**src/rtl/lcplc_pkg.sv**
```systemverilog
// Shared types and fixed-point helpers for the alpha prediction datapath.
package lcplc_pkg;

    typedef enum logic {
        PARAM,
        STREAM
    } state_e;

    localparam int unsigned ALPHA_WIDTH_DFLT = 10;

    function automatic int unsigned alpha_frac_bits(input int unsigned alpha_width);
        return alpha_width - 1;
    endfunction

    // Half an LSB of the fractional part: makes the arithmetic shift round half up.
    function automatic int unsigned round_offset(input int unsigned alpha_width);
        return 32'd1 << (alpha_width - 2);
    endfunction

endpackage

```
**src/rtl/pred_mac_stage.sv**
```systemverilog
// Two-stage multiply / round / clamp pipeline; xmean and last ride along with each sample.
module pred_mac_stage
    import lcplc_pkg::*;
#(
    parameter int unsigned DW = 16,
    parameter int unsigned AW = ALPHA_WIDTH_DFLT
) (
    input  logic          clk_i,
    input  logic          rst_i,
    input  logic          in_valid_i,
    output logic          in_ready_o,
    input  logic [DW-1:0] xhat_i,
    input  logic [DW-1:0] xhatmean_i,
    input  logic [AW-1:0] alpha_i,
    input  logic [DW-1:0] xmean_i,
    input  logic          last_i,
    output logic          out_valid_o,
    input  logic          out_ready_i,
    output logic [DW-1:0] out_data_o,
    output logic          out_last_o
);

    localparam int unsigned FRAC = alpha_frac_bits(AW);
    localparam int unsigned SW   = DW + AW + 2;
    localparam logic signed [SW-1:0] RND = SW'(round_offset(AW));

    logic                 s1_valid_q;
    logic signed [SW-1:0] s1_prod_q;
    logic [DW-1:0]        s1_xmean_q;
    logic                 s1_last_q;
    logic                 s2_valid_q;
    logic [DW-1:0]        s2_data_q;
    logic                 s2_last_q;

    logic                 adv1, adv2;
    logic signed [DW:0]   diff;
    logic signed [SW-1:0] diff_x, alpha_x, prod_full;
    logic signed [SW-1:0] rnd, shifted, sum;
    logic [DW-1:0]        clamped;

    assign adv2       = !s2_valid_q || out_ready_i;
    assign adv1       = !s1_valid_q || adv2;
    assign in_ready_o = adv1;

    always_comb begin
        diff      = $signed({1'b0, xhat_i}) - $signed({1'b0, xhatmean_i});
        diff_x    = {{(SW-DW-1){diff[DW]}}, diff};
        alpha_x   = $signed({{(SW-AW){1'b0}}, alpha_i});
        prod_full = diff_x * alpha_x;
    end

    always_comb begin
        rnd     = s1_prod_q + RND;
        shifted = rnd >>> FRAC;
        sum     = shifted + $signed({{(SW-DW){1'b0}}, s1_xmean_q});
        if (sum[SW-1]) begin
            clamped = '0;
        end else if (|sum[SW-2:DW]) begin
            clamped = '1;
        end else begin
            clamped = sum[DW-1:0];
        end
    end

    always_ff @(posedge clk_i or posedge rst_i) begin
        if (rst_i) begin
            s1_valid_q <= 1'b0;
            s1_prod_q  <= '0;
            s1_xmean_q <= '0;
            s1_last_q  <= 1'b0;
            s2_valid_q <= 1'b0;
            s2_data_q  <= '0;
            s2_last_q  <= 1'b0;
        end else begin
            if (adv1) begin
                s1_valid_q <= in_valid_i;
                if (in_valid_i) begin
                    s1_prod_q  <= prod_full;
                    s1_xmean_q <= xmean_i;
                    s1_last_q  <= last_i;
                end
            end
            if (adv2) begin
                s2_valid_q <= s1_valid_q;
                if (s1_valid_q) begin
                    s2_data_q <= clamped;
                    s2_last_q <= s1_last_q;
                end
            end
        end
    end

    assign out_valid_o = s2_valid_q;
    assign out_data_o  = s2_data_q;
    assign out_last_o  = s2_last_q;

endmodule

```
**src/rtl/alpha_predictor.sv**
```systemverilog
// Per-block parameter capture (joint alpha/xmean/xhatmean handshake) feeding the prediction pipeline.
module alpha_predictor
    import lcplc_pkg::*;
#(
    parameter int unsigned DATA_WIDTH   = 16,
    parameter int unsigned MAX_SIZE_LOG = 8,
    parameter int unsigned ALPHA_WIDTH  = ALPHA_WIDTH_DFLT
) (
    input  logic                   clk,
    input  logic                   rst,
    input  logic                   alpha_valid,
    output logic                   alpha_ready,
    input  logic [ALPHA_WIDTH-1:0] alpha_data,
    input  logic                   xmean_valid,
    output logic                   xmean_ready,
    input  logic [DATA_WIDTH-1:0]  xmean_data,
    input  logic                   xhatmean_valid,
    output logic                   xhatmean_ready,
    input  logic [DATA_WIDTH-1:0]  xhatmean_data,
    input  logic                   xhat_valid,
    output logic                   xhat_ready,
    input  logic [DATA_WIDTH-1:0]  xhat_data,
    input  logic                   xhat_last_s,
    output logic                   prediction_valid,
    input  logic                   prediction_ready,
    output logic [DATA_WIDTH-1:0]  prediction_data,
    output logic                   prediction_last
);

    state_e                  state_q, state_d;
    logic [ALPHA_WIDTH-1:0]  alpha_q, alpha_d;
    logic [DATA_WIDTH-1:0]   xmean_q, xmean_d;
    logic [DATA_WIDTH-1:0]   xhatmean_q, xhatmean_d;
    logic [MAX_SIZE_LOG-1:0] cnt_q, cnt_d;

    logic params_fire, mac_in_valid, mac_in_ready, xhat_fire, blk_last;

    // Readies are gated by rst so nothing looks accepted while reset is held.
    assign params_fire    = (state_q == PARAM) && !rst
                            && alpha_valid && xmean_valid && xhatmean_valid;
    assign alpha_ready    = params_fire;
    assign xmean_ready    = params_fire;
    assign xhatmean_ready = params_fire;

    assign mac_in_valid = (state_q == STREAM) && xhat_valid;
    assign xhat_ready   = (state_q == STREAM) && mac_in_ready;
    assign xhat_fire    = xhat_valid && xhat_ready;
    assign blk_last     = xhat_last_s || (cnt_q == '1);

    always_comb begin
        state_d    = state_q;
        alpha_d    = alpha_q;
        xmean_d    = xmean_q;
        xhatmean_d = xhatmean_q;
        cnt_d      = cnt_q;
        case (state_q)
            PARAM: begin
                if (params_fire) begin
                    alpha_d    = alpha_data;
                    xmean_d    = xmean_data;
                    xhatmean_d = xhatmean_data;
                    cnt_d      = '0;
                    state_d    = STREAM;
                end
            end
            STREAM: begin
                if (xhat_fire) begin
                    cnt_d = cnt_q + 1'b1;
                    if (blk_last) begin
                        state_d = PARAM;
                    end
                end
            end
            default: state_d = PARAM;
        endcase
    end

    always_ff @(posedge clk or posedge rst) begin
        if (rst) begin
            state_q    <= PARAM;
            alpha_q    <= '0;
            xmean_q    <= '0;
            xhatmean_q <= '0;
            cnt_q      <= '0;
        end else begin
            state_q    <= state_d;
            alpha_q    <= alpha_d;
            xmean_q    <= xmean_d;
            xhatmean_q <= xhatmean_d;
            cnt_q      <= cnt_d;
        end
    end

    pred_mac_stage #(
        .DW (DATA_WIDTH),
        .AW (ALPHA_WIDTH)
    ) u_mac (
        .clk_i       (clk),
        .rst_i       (rst),
        .in_valid_i  (mac_in_valid),
        .in_ready_o  (mac_in_ready),
        .xhat_i      (xhat_data),
        .xhatmean_i  (xhatmean_q),
        .alpha_i     (alpha_q),
        .xmean_i     (xmean_q),
        .last_i      (blk_last),
        .out_valid_o (prediction_valid),
        .out_ready_i (prediction_ready),
        .out_data_o  (prediction_data),
        .out_last_o  (prediction_last)
    );

endmodule

```
**config.mk**
```make
export PLATFORM = sky130hd
export DESIGN_NAME = alpha_predictor
export DESIGN_NICKNAME = d
export VERILOG_FILES = /design/src/rtl/lcplc_pkg.sv /design/src/rtl/pred_mac_stage.sv /design/src/rtl/alpha_predictor.sv
export SDC_FILE = /design/constraint.sdc
export NUM_CORES = 1
export LEC_CHECK = 0
export CORE_ASPECT_RATIO = 1.2
export CORE_MARGIN = 2
export CORE_UTILIZATION = 56
export DETAILED_ROUTE_END_ITERATION = 10
export PLACE_DENSITY = 0.78
export SLEW_MARGIN = 10
export SYNTH_ARGS = -nofsm -noshare
export SYNTH_HDL_FRONTEND = slang
export SYNTH_SLANG_ARGS = --single-unit
```
**constraint.sdc**
```tcl
create_clock -name clk -period 7.8 [get_ports clk]
set_input_delay 1.56 -clock clk [delete_from_list [all_inputs] [get_ports clk]]
set_output_delay 1.56 -clock clk [all_outputs]
set_load 0.01 [all_outputs]
```
# After elaboration in Yosys (flattened, before gate mapping)
# Index checks and enable logic that the tools add are counted.
dict set report totals {
  ff_bits 115
  out_inout_bits 22
  elab_cells 48
  in_bits 66
}
dict set report op_classes {
  multipliers 1
  n_eq_ne 3
  n_mux 9
  addsub 4
  reduce_logical 18
  bitwise_logic 1
}
# op n
set ops {}
lappend ops {{$mux 16} 2}
lappend ops {{$add 28x10->28 const B} 1}
lappend ops {{$mul 17x11->28} 1}
lappend ops {{$add 19x17->20} 1}
lappend ops {{$sub 16x16->17} 1}
lappend ops {{$mux 8} 2}
lappend ops {{$pmux 8 s2} 1}
lappend ops {{$reduce_or 11->1} 1}
lappend ops {{$add 8x1->8 const B} 1}
lappend ops {{$eq 8x8->1 const B} 1}
lappend ops {{$reduce_and 2->1} 4}
lappend ops {{$logic_and 1x1->1} 7}
lappend ops {{$logic_not 1->1} 3}
lappend ops {{$logic_or 1x1->1} 3}
lappend ops {{$mux 1} 3}
lappend ops {{$ne 2x1->1 const B} 1}
lappend ops {{$ne 2x2->1 const B} 1}
lappend ops {{$pmux 1 s2} 1}
lappend ops {{$not 1->1} 1}

# Logic depth before layout (Yosys ltp)
dict set report logic_depth {
  depth_word 7
  ltp_mapped 33
  mapped_depth_nobuf 32
}

# Cells and area by module
# A second synthesis with hierarchy kept.
dict set report unflattened {
  cells_unflattened 1238
  hier_area_um2 12114.1
}
# mod seq_area_each_um2 cells_each area_per_inst_um2 instances
set modules_own_cells {}
lappend modules_own_cells {pred_mac_stage 1401.3 1096 10034.6 1}
lappend modules_own_cells {alpha_predictor 1276.2 142 2079.5 1}

# Worst setup path after synthesis
# OpenSTA, ideal clock, no wires.
dict set report synth_path {
  kind {input port to flip-flop}
  startpoint {input xhat_data[0]}
  endpoint {register u_mac.s1_prod_q[27]}
  t_required_ns 7.731
  path_stages 31
  n_path_buf 1
  setup_ns 0.069
  arrival_time_ns 8.567
  setup_slack_ns -0.835
  cell_sequence {inv_1 > ha_1 > fa_1 > nor2b_1 > o21ai_0 > a21boi_1 > o21ai_1 > a21boi_1 > o2111ai_1 > a31oi_1 > a21oi_1 > buf_2 > o311ai_0 > fa_1 > inv_1 > fa_1 > fa_1 > fa_1 > inv_1 > fa_1 > inv_1 > ha_1 > a21o_1 > a21o_1 > a211oi_1 > nor2_1 > a211oi_1 > o31a_1 > o2111ai_2 > or4_1 > nand3_1}
}
dict set report synth_via {
  elab_chain_cells 2
}
# item line
set synth_lines {}
lappend synth_lines {{from (decl)} alpha_predictor.sv:22} ;# input logic [DATA_WIDTH-1:0] xhat_data,
lappend synth_lines {{$sub 16x16->17} pred_mac_stage.sv:46} ;# diff = $signed({1'b0, xhat_i}) - $signed({1'b0, xhatmean_i});
lappend synth_lines {{$mul 17x11->28} pred_mac_stage.sv:49} ;# prod_full = diff_x * alpha_x;
lappend synth_lines {{to (signal assigned)} pred_mac_stage.sv:78} ;# s1_prod_q <= prod_full;
lappend synth_lines {{to (decl)} pred_mac_stage.sv:28} ;# logic signed [SW-1:0] s1_prod_q;
# No other way between the ends.
# A chain may end at the register's enable or synchronous reset.

# Worst setup path in the final report
# Ends and elaborated chain as after synthesis.

==> flow_summary.ini <==
[global_routing]
grt_max_degree = 68
grt_pass1_vias = 11070
grt_pass1_wl_um = 50450
grt_overflow = 0
gr-usage-all-layers_pct = 25.82
antenna_found_initial = 0

[setup_path]
r2r_start = xhatmean_q[0]
crit_buf_inv = 5
crit_family = adder cells
critPathCapture = u_mac.s1_prod_q[27]
crit_path_end_kind = flip-flop
crit_path_start = xhat_data[0]
required_ns = 8.10
cp_max_fo = 8
cp.depth = 31
cpMaxStageDelayCell = fa_1
r2r-end = u_mac.s1_prod_q[27]
critical_path_class = in -> reg
cp_common_cell = fa_1
cpPeakStageDelay_ns = 0.56
worst_ep_arrival_time_ns = 8.37
startpoint_type = primary input
rr_worst_depth = 29
r2r_setup_slack_ns = 0.60

[timing]
final_hold_viol_count = 0
slew_headroom_pct = 34.74
setup_slack_ns = -0.2711
max_freq_mhz = 123.9
tns_ns = -0.9808
rsz0062_at_grt = yes
min_period_over_period_pct = 103.5
min_period_ns = 8.071
slew_viol_final = 0
setup_viol = 5
tightest_slew_ns = 0.9731
finalClockSkew_ns = 0.01141

[min_path]
hp-class = reg -> reg

[placement]
port_buffers = 87
place_ws_ns = -1.363
dpl.hpwl_um = 22500
place_congestion = 0.9166
dp.cells = 1849
dpl-instance-area_mm2 = 0.01481

[die]
rows = 60
core_area_mm2 = 0.02230
dieArea_mm2 = 0.02378
die_h_um = 168.5
start_util_pct = 56.66
die_w_um = 141.1
ios = 88

[outcome]
failed_checks = setup timing
outcome = finished, violations left

[logic_synthesis]
synthFlopType = dfrtp_1
yosys_warnings = 0
synth.top_cell.area_share_pct = 24.40
ys_async_sr_fraction_pct = 100.0
synth-edff-count = 0
yosysSeqAreaShare_pct = 21.19
synth_area_leaders = fa_1, dfrtp_1, ha_1, inv_1, nand2_1
ys_ff_latch = 107
synth_area_mm2 = 0.01263
avgSynthCellArea_um2 = 8.953
syn_inst = 1411
synth_nets = 1725
yosys.area.top_type = fa_1
ys_types = 69

[cells_and_area]
stdcell_area_mm2 = 0.01582
layout-drive-gt1-share_pct = 20.80
area_growth_pct = 25.23
nets = 1934
final_cells = 1904
diodes = 0

[cts]
clkTransAtPathRegs_ns = 0.08
clk-insertion-delay-late_ns = 0.36
ctsLongestPathBuffers = 2
h-tree-depth = 3
numCtsBuffers = 9
tritoncts = done
cts_sinks = 107
root_buffer = clkbuf_16
hold_buffers = 0

[run]
drv_cap = 0

[drt]
dr.pass1.iters = 6
met2WireLength_um = 15280
routedWlPerCell_um = 15.62
ant_nets = 0
highest_layer = met4
via_per_inst = 5.474
via_count = 10420
drc = 0
drt_iter0_markers = 647
routedLengthMet1_um = 12260
routed_wl_um = 29730
met3WireLength_um = 1223
==> routing by layer <==
layer  vias to the layer above  GRT usage [%]
met1                      5082          31.36
met2                       302          46.96
met3                        70          2.885
met5                         -              0
met4                         0          10.04
li1                       4968              -
==> cells by family (layout without fill, tap and decap cells) <==
| family | after synthesis | count (layout) | share of synthesized area (%) |
|---|---|---|---|
| XOR/XNOR | 68 | 68 | 4.833 |
| adder cells (fa/ha/maj) | 248 | 248 | 33.71 |
| flip-flops | 107 | 107 | 21.19 |
| AND/OR/NAND/NOR | 449 | 449 | 17.35 |
| multiplexers | 22 | 22 | 1.961 |
| AO/OA/AOI/OAI | 217 | 217 | 11.71 |
| buffers and inverters | 300 | 514 | 9.240 |
==> cells in the mapped netlist, types with 15 or more instances <==
library cell,number
clkbuf_1,51
fa_1,154
o311ai_0,19
xnor2_1,41
ha_1,94
nand3_1,38
and3_1,23
a21oi_1,33
a211oi_1,18
xor2_1,25
mux2_2,22
o21ai_0,58
dfrtp_1,107
nand2b_1,15
and2_1,52
nand2_1,213
nor2_1,44
inv_1,236
==> flip-flops by register name, summed over array words and instances, names as in the netlist <==
signal / cells
u_mac.s1_prod_q: 20
u_mac.out_data_o: 16
u_mac.s1_xmean_q: 16
xhatmean_q: 16
xmean_q: 16
alpha_q: 10
cnt_q: 8
state_q: 1
u_mac.out_last_o: 1
u_mac.out_valid_o: 1
u_mac.s1_last_q: 1
u_mac.s1_valid_q: 1
==> worst min-delay path, stage by stage, from the launching register on <==
cell and delay, ns:
dfrtp_1 0.35, nand2_1 0.05, nand2_1 0.05
==> placed cells by master, fill, tap and decap left out, types with 13 or more instances in the layout <==
cell type and instances:
nand3_1 33, o21ai_0 51, nand2b_1 15, dfrtp_1 107
ha_1 81, and3_1 22, inv_2 15, xor2_1 23
inv_1 219, a22oi_1 13, nand2_1 205, and2_1 51
clkdlybuf4s50_1 82, fa_1 150, nand3b_1 13, a21oi_1 26
mux2_2 22, nor2_1 41, o311ai_0 14, buf_4 165
xnor2_1 35
==> final cells by class <==
class / count / area (um^2)
Multi-Input combinational cell: 1004 / 9353
Fill cell: 1611 / 6476
Sequential cell: 107 / 2678
Timing Repair Buffer: 262 / 2223
Inverter: 236 / 900.9
Tap cell: 279 / 349.1
Clock buffer: 9 / 225.2
Clock inverter: 7 / 91.34
==> worst min path at each step <==
| stage | from | to | slack (ns) | cells after the start |
|---|---|---|---|---|
| global route | u_mac.s1_xmean_q[7] | u_mac.s1_xmean_q[7] | 0.51 | 2 |
| global placement | xmean_q[12] | u_mac.s1_xmean_q[12] | 0.46 | 2 |
| detailed placement | xmean_q[1] | u_mac.s1_xmean_q[1] | 0.46 | 2 |
| CTS | xmean_q[1] | u_mac.s1_xmean_q[1] | 0.48 | 2 |
| finish | xmean_q[1] | u_mac.s1_xmean_q[1] | 0.48 | 2 |
| floorplan | xmean_q[0] | u_mac.s1_xmean_q[0] | 0.43 | 2 |
==> through the flow <==
stage | utilization [%] | hold slack [ns]
final | 70.95 | 0.4790
after global routing | 70.95 | 0.5086
after CTS | 69.67 | 0.4806
after detailed placement | 66.44 | 0.4564
after global placement | 66.44 | 0.4563
after floorplan | - | 0.4348
==> repair_timing <==
| item | CTS | global route |
|---|---|---|
| gates resized for setup | 69 | 43 |
| endpoints found under the setup margin | 16 | 13 |
| pin swaps | 71 | 43 |
| buffers inserted | 27 | 14 |
Power is not shown: default switching activity piles up to over one toggle a cycle in this logic, so the estimate is an artifact.
